## src/rtl/axi_lite_to_obi.sv

```systemverilog
// AXI-Lite slave to OBI master bridge, one transaction in flight; write/read alternate on collision.
// Latency: accept c0, obi_req c1, B/R valid c3 minimum; AXI readies only in IDLE, responses held until accepted.
module axi_lite_to_obi #(
  parameter int unsigned AddrWidth = 32,
  parameter int unsigned DataWidth = 32
) (
  input  logic                   clk_i,
  input  logic                   rst_ni,
  input  logic [AddrWidth-1:0]   axi_awaddr_i,
  input  logic                   axi_awvalid_i,
  output logic                   axi_awready_o,
  input  logic [DataWidth-1:0]   axi_wdata_i,
  input  logic [DataWidth/8-1:0] axi_wstrb_i,
  input  logic                   axi_wvalid_i,
  output logic                   axi_wready_o,
  output logic [1:0]             axi_bresp_o,
  output logic                   axi_bvalid_o,
  input  logic                   axi_bready_i,
  input  logic [AddrWidth-1:0]   axi_araddr_i,
  input  logic                   axi_arvalid_i,
  output logic                   axi_arready_o,
  output logic [DataWidth-1:0]   axi_rdata_o,
  output logic [1:0]             axi_rresp_o,
  output logic                   axi_rvalid_o,
  input  logic                   axi_rready_i,
  output logic                   obi_req_o,
  input  logic                   obi_gnt_i,
  output logic [AddrWidth-1:0]   obi_addr_o,
  output logic                   obi_we_o,
  output logic [DataWidth/8-1:0] obi_be_o,
  output logic [DataWidth-1:0]   obi_wdata_o,
  input  logic                   obi_rvalid_i,
  input  logic [DataWidth-1:0]   obi_rdata_i,
  input  logic                   obi_err_i
);

  localparam int unsigned StrbWidth = DataWidth / 8;

  typedef enum logic [2:0] {
    IDLE, WREQ, WWAIT, BRESP, RREQ, RWAIT, RRESP
  } state_e;

  state_e                 state_q, state_d;
  logic [AddrWidth-1:0]   addr_q;
  logic [DataWidth-1:0]   wdata_q;
  logic [StrbWidth-1:0]   be_q;
  logic                   we_q;
  logic [1:0]             bresp_q, rresp_q;
  logic [DataWidth-1:0]   rdata_q;
  logic                   rd_pref_q;

  logic wr_elig, rd_elig;
  logic do_wr, do_rd;
  logic wr_rsp, rd_rsp;

  assign wr_elig = axi_awvalid_i && axi_wvalid_i;
  assign rd_elig = axi_arvalid_i;

  always_comb begin
    state_d      = state_q;
    do_wr        = 1'b0;
    do_rd        = 1'b0;
    wr_rsp       = 1'b0;
    rd_rsp       = 1'b0;
    obi_req_o    = 1'b0;
    axi_bvalid_o = 1'b0;
    axi_rvalid_o = 1'b0;
    case (state_q)
      IDLE: begin
        // rd_pref_q set means the last grant went to a write
        do_wr = wr_elig && (!rd_elig || !rd_pref_q);
        do_rd = rd_elig && !do_wr;
        if (do_wr) begin
          state_d = WREQ;
        end else if (do_rd) begin
          state_d = RREQ;
        end
      end
      WREQ: begin
        obi_req_o = 1'b1;
        if (obi_gnt_i) state_d = WWAIT;
      end
      WWAIT: begin
        if (obi_rvalid_i) begin
          wr_rsp  = 1'b1;
          state_d = BRESP;
        end
      end
      BRESP: begin
        axi_bvalid_o = 1'b1;
        if (axi_bready_i) state_d = IDLE;
      end
      RREQ: begin
        obi_req_o = 1'b1;
        if (obi_gnt_i) state_d = RWAIT;
      end
      RWAIT: begin
        if (obi_rvalid_i) begin
          rd_rsp  = 1'b1;
          state_d = RRESP;
        end
      end
      RRESP: begin
        axi_rvalid_o = 1'b1;
        if (axi_rready_i) state_d = IDLE;
      end
      default: state_d = IDLE;
    endcase
  end

  always_ff @(posedge clk_i) begin
    if (!rst_ni) begin
      state_q   <= IDLE;
      addr_q    <= '0;
      wdata_q   <= '0;
      be_q      <= '0;
      we_q      <= 1'b0;
      bresp_q   <= 2'b00;
      rresp_q   <= 2'b00;
      rdata_q   <= '0;
      rd_pref_q <= 1'b0;
    end else begin
      state_q <= state_d;
      if (do_wr) begin
        addr_q    <= axi_awaddr_i;
        wdata_q   <= axi_wdata_i;
        be_q      <= axi_wstrb_i;
        we_q      <= 1'b1;
        rd_pref_q <= 1'b1;
      end else if (do_rd) begin
        addr_q    <= axi_araddr_i;
        be_q      <= '1;
        we_q      <= 1'b0;
        rd_pref_q <= 1'b0;
      end
      if (wr_rsp) bresp_q <= obi_err_i ? 2'b10 : 2'b00;
      if (rd_rsp) begin
        rresp_q <= obi_err_i ? 2'b10 : 2'b00;
        rdata_q <= obi_rdata_i;
      end
    end
  end

  assign axi_awready_o = do_wr;
  assign axi_wready_o  = do_wr;
  assign axi_arready_o = do_rd;
  assign axi_bresp_o   = bresp_q;
  assign axi_rresp_o   = rresp_q;
  assign axi_rdata_o   = rdata_q;
  assign obi_addr_o    = addr_q;
  assign obi_wdata_o   = wdata_q;
  assign obi_be_o      = be_q;
  assign obi_we_o      = we_q;

endmodule

```

## config.mk

```make
export PLATFORM = sky130hd
export DESIGN_NAME = axi_lite_to_obi
export DESIGN_NICKNAME = d
export VERILOG_FILES = /design/src/rtl/axi_lite_to_obi.sv
export SDC_FILE = /design/constraint.sdc
export NUM_CORES = 1
export LEC_CHECK = 0
export BUFFER_PORTS_ARGS = -buffer_cell sky130_fd_sc_hd__clkbuf_2
export CORE_MARGIN = 1.5
export CORE_UTILIZATION = 37
export CTS_CLUSTER_DIAMETER = 80
export CTS_CLUSTER_SIZE = 40
export DETAILED_ROUTE_END_ITERATION = 6
export PLACE_DENSITY_LB_ADDON = 0.15
export SLEW_MARGIN = 20
export SYNTH_ARGS = -nofsm -noshare
export SYNTH_HDL_FRONTEND = slang
export SYNTH_SLANG_ARGS = --single-unit
export TNS_END_PERCENT = 20
```

## constraint.sdc

```tcl
create_clock -name clk_i -period 4.3 [get_ports clk_i]
set_clock_uncertainty 0.2 [all_clocks]
set_input_delay 0.86 -clock clk_i [delete_from_list [all_inputs] [get_ports clk_i]]
set_output_delay 0.86 -clock clk_i [all_outputs]
set_load 0.03 [all_outputs]
```

==> summary.txt <==
Outcome
  • Outcome: complete, no violations

Layout
  • Share of cells above drive strength 1: 37.3%
  • Final nets: 890
  • Core Util, Final: 52.9%
  • Post-route cell area: slightly below 6000 sq um
  • Area Growth Syn to Fin: 37.1%
  • Diode count: 0

Clock network
  • Clk buf depth: 2
  • Cts bufs inserted: 9
  • Clock-pin slew on the worst setup and hold paths: 70 ps
  • Clk Tree Root Cell: clkbuf_16
  • TritonCTS Sinks: around 110
  • Hold_buf cts: 0
  • Post-cts repair resize count: 0
  • Clk_lat worst skew: 350 ps
  • CTS tree: done
  • Post-CTS Repair Setup Buffers: 0
  • Htree depth: 3

Setup path
  • CP Cell Sequence: clkbuf_2 > and2_1 > and2_1 > nor2_1 > clkbuf_2
  • Bufs and invs on worst path: 2
  • CP max-delay cell: clkbuf_2
  • Critical path launch point type: input port
  • CP max FO: 3
  • CP top delay family: simple AND/OR/NAND/NOR gates
  • Worst path required time: 3240 ps
  • Crit path depth: 5
  • Critical Path AT: 1790 ps
  • Largest stage delay, worst path: 260 ps
  • Crit end category: output port
  • Kind of critical path: input port to output port
  • Worst Reg2Reg Path Length in Cells: 5

Power
  • Pwr dens: 581 nW/um^2
  • LEAKAGE: 0.00270 uW
  • Peak supply drop: 423 uV

Timing
  • Post-route setup TNS: 0 ps
  • Slew @ Worst Pin: ~720 ps
  • Min Tclk post-route: 2850 ps
  • Rel. slew slack: 52.2%
  • Pins Over Slew Limit: 0
  • Setup-failing EPs final: 0
  • Final setup margin: 1450 ps
  • RSZ-0062 raised after global routing: no
  • Max Fclk: approximately 350 MHz
  • Fin. Hold Viols: 0
  • Period utilization: 66.3%
  • Hold Slack: about 260 ps

Detailed routing
  • Remaining DRCs: 0
  • WL per Instance: 13.4 um
  • Routed Antenna Nets: 0
  • Iteration-0 DRC Markers: 261
  • Vias: 4303
  • First drt pass iteration count: 4
  • Via-to-Cell Ratio: 4.82
  • Total Wirelength: approximately 12000 um

Global routing
  • Initial antenna violation count: 0
  • GRT Total Usage: 18.9%
  • Number of global-route vias before repair: 3818
  • Largest net degree at the start of global routing: 69
  • Grt met2 use: 31.0%
  • Met3 Track Usage GR: 7.94%
  • M1 GR Usage: 21.5%
  • GR peak layer: met2
  • Global-route wire length before repair: between 15000 and 20000 um
  • Congestion Overflow GR: 0

Placed design
  • Worst slack, placed: 1450 ps
  • Dpl hpwl: 8520 um
  • Final GP Congestion: about 0.77
  • I/O Buffers: 250
  • Placed standard-cell area: 5490 sq um

Floorplan
  • Die height: 110 um
  • Initial Utilization: 38.6%
  • I/O pin total: 253
  • Die X: 110 um
  • Placement Rows: 38
  • Die ar.: roughly 12000 sq um
  • CORE AREA: ~11000 sq um

Synth
  • Synth Cell Area: 4260 sq um
  • Syn. warnings: 0
  • Avg Synthesized Cell Area: ~8.1 sq um
  • Post-synth cell types: 30
  • FF+latch count, synth: around 110
  • Post-synthesis cell count: 527
  • Seq/Total Area, Yosys: 49.9%

Job
  • Max-Cap Viols: 0

Hold path
  • Worst Hold Path Cells: 2
  • HP Class: register to register
[final timing paths]
path	start	end	slack, ps
setup / recovery	axi_awvalid_i	axi_arready_o	1450
hold / removal	obi_wdata_o[19]$_SDFFE_PN0P_	obi_wdata_o[19]$_SDFFE_PN0P_	260
setup reg to reg	state_q[0]$_SDFFE_PN0P_	obi_addr_o[30]$_SDFFE_PN0P_	2180
hold reg to reg	obi_wdata_o[19]$_SDFFE_PN0P_	obi_wdata_o[19]$_SDFFE_PN0P_	260
[metal layers]
layer | wire length, um | vias to the layer above
li1 | - | 2191
met1 | 4980 | 1921
met2 | 5630 | 169
met3 | 1050 | 22
met4 | 289 | 0
met5 | 0 | -
[cells in the final DEF, fill, tap and decap left out, types with 3 or more instances in the layout]
master     count
o221a_2        4
nor2_1         5
nand2_1      206
nor3b_1        3
o21ai_0       35
buf_4          5
clkbuf_2     250
a21boi_0      46
a21boi_1      20
a31oi_1       32
clkbuf_16      9
dfxtp_1      106
[registers in the layout, indices dropped and copies added, names as in the netlist]
register,flops
axi_bresp_o,1
axi_rdata_o,32
axi_rresp_o,1
obi_addr_o,32
obi_be_o,4
obi_wdata_o,32
rd_pref_q,1
state_q,3
[worst reg2reg max path, stage by stage, from the launching register on]
cell and delay [ps]:
dfxtp_1 690, nor3_4 90, nand3_2 110, buf_4 560, nand2_1 210, a31oi_1 190
[power breakdown]
| part | switching (uW) | leakage (uW) | internal, uW |
|---|---|---|---|
| clock network | 363 | 0.000151 | 509 |
| registers | 133 | 0.000866 | 1170 |
| logic | 848 | 0.00169 | 361 |
| total | 1340 | 0.00270 | 2040 |
[logic make-up after synthesis]
family / after synthesis / share of synthesized area (%)
and+or+nand+nor: 227 / 21.3
AOI/OAI and AO/OA: 143 / 22.6
DFF: 106 / 49.9
other: 1 / 0.0881
muxes: 1 / 0.235
buffers and inverters: 48 / 5.65
xor gates and xnor gates: 1 / 0.206
[stage by stage]
stage | power (uW) | cells
final | 3390 | 893
after global routing | 3590 | 893
after CTS | 3420 | 892
after detailed placement | 2540 | 876
after global placement | 2520 | 876
after floorplan | 2190 | 528
[synthesized netlist by cell type]
master     instances  area share (%)
o21a_1             1            0.18
nand3_2            1            0.24
nor3_4             1            0.38
a21boi_1          20             3.5
nand4_1            2            0.29
o21ai_1            1            0.12
nor2_1             5            0.44
nand3_1            3            0.35
o2111ai_1          1            0.21
dfxtp_1          106              50
o21ai_0           35             4.1
nor2b_1            2            0.29
nand4b_1           1            0.21
mux2i_1            1            0.24
buf_6              1            0.26
xnor2_1            1            0.21
o221a_2            4             1.1
nor3b_1            3            0.53
o211a_1            2            0.47
a21oi_1            1            0.12
conb_1             1           0.088
and2_1             2            0.29
nand2_1          206              18
a31oi_1           32             4.7
buf_4             10             1.8
clkbuf_1          24             2.1
and3_1             1            0.15
buf_2             12             1.4
a21boi_0          46             8.1
inv_2              1           0.088
[final cells by class]
cell class | instances | area, sq um
repair buffers | 256 | 1300
clock inverters | 7 | 93.8
flip-flops and latches | 106 | 2120
clock buffers | 9 | 225
multi-input cells | 374 | 1910
well taps | 140 | 175
fillers | 1089 | 5200
inverters | 1 | 3.75
No activity file was read; power rests on OpenSTA's default activity.
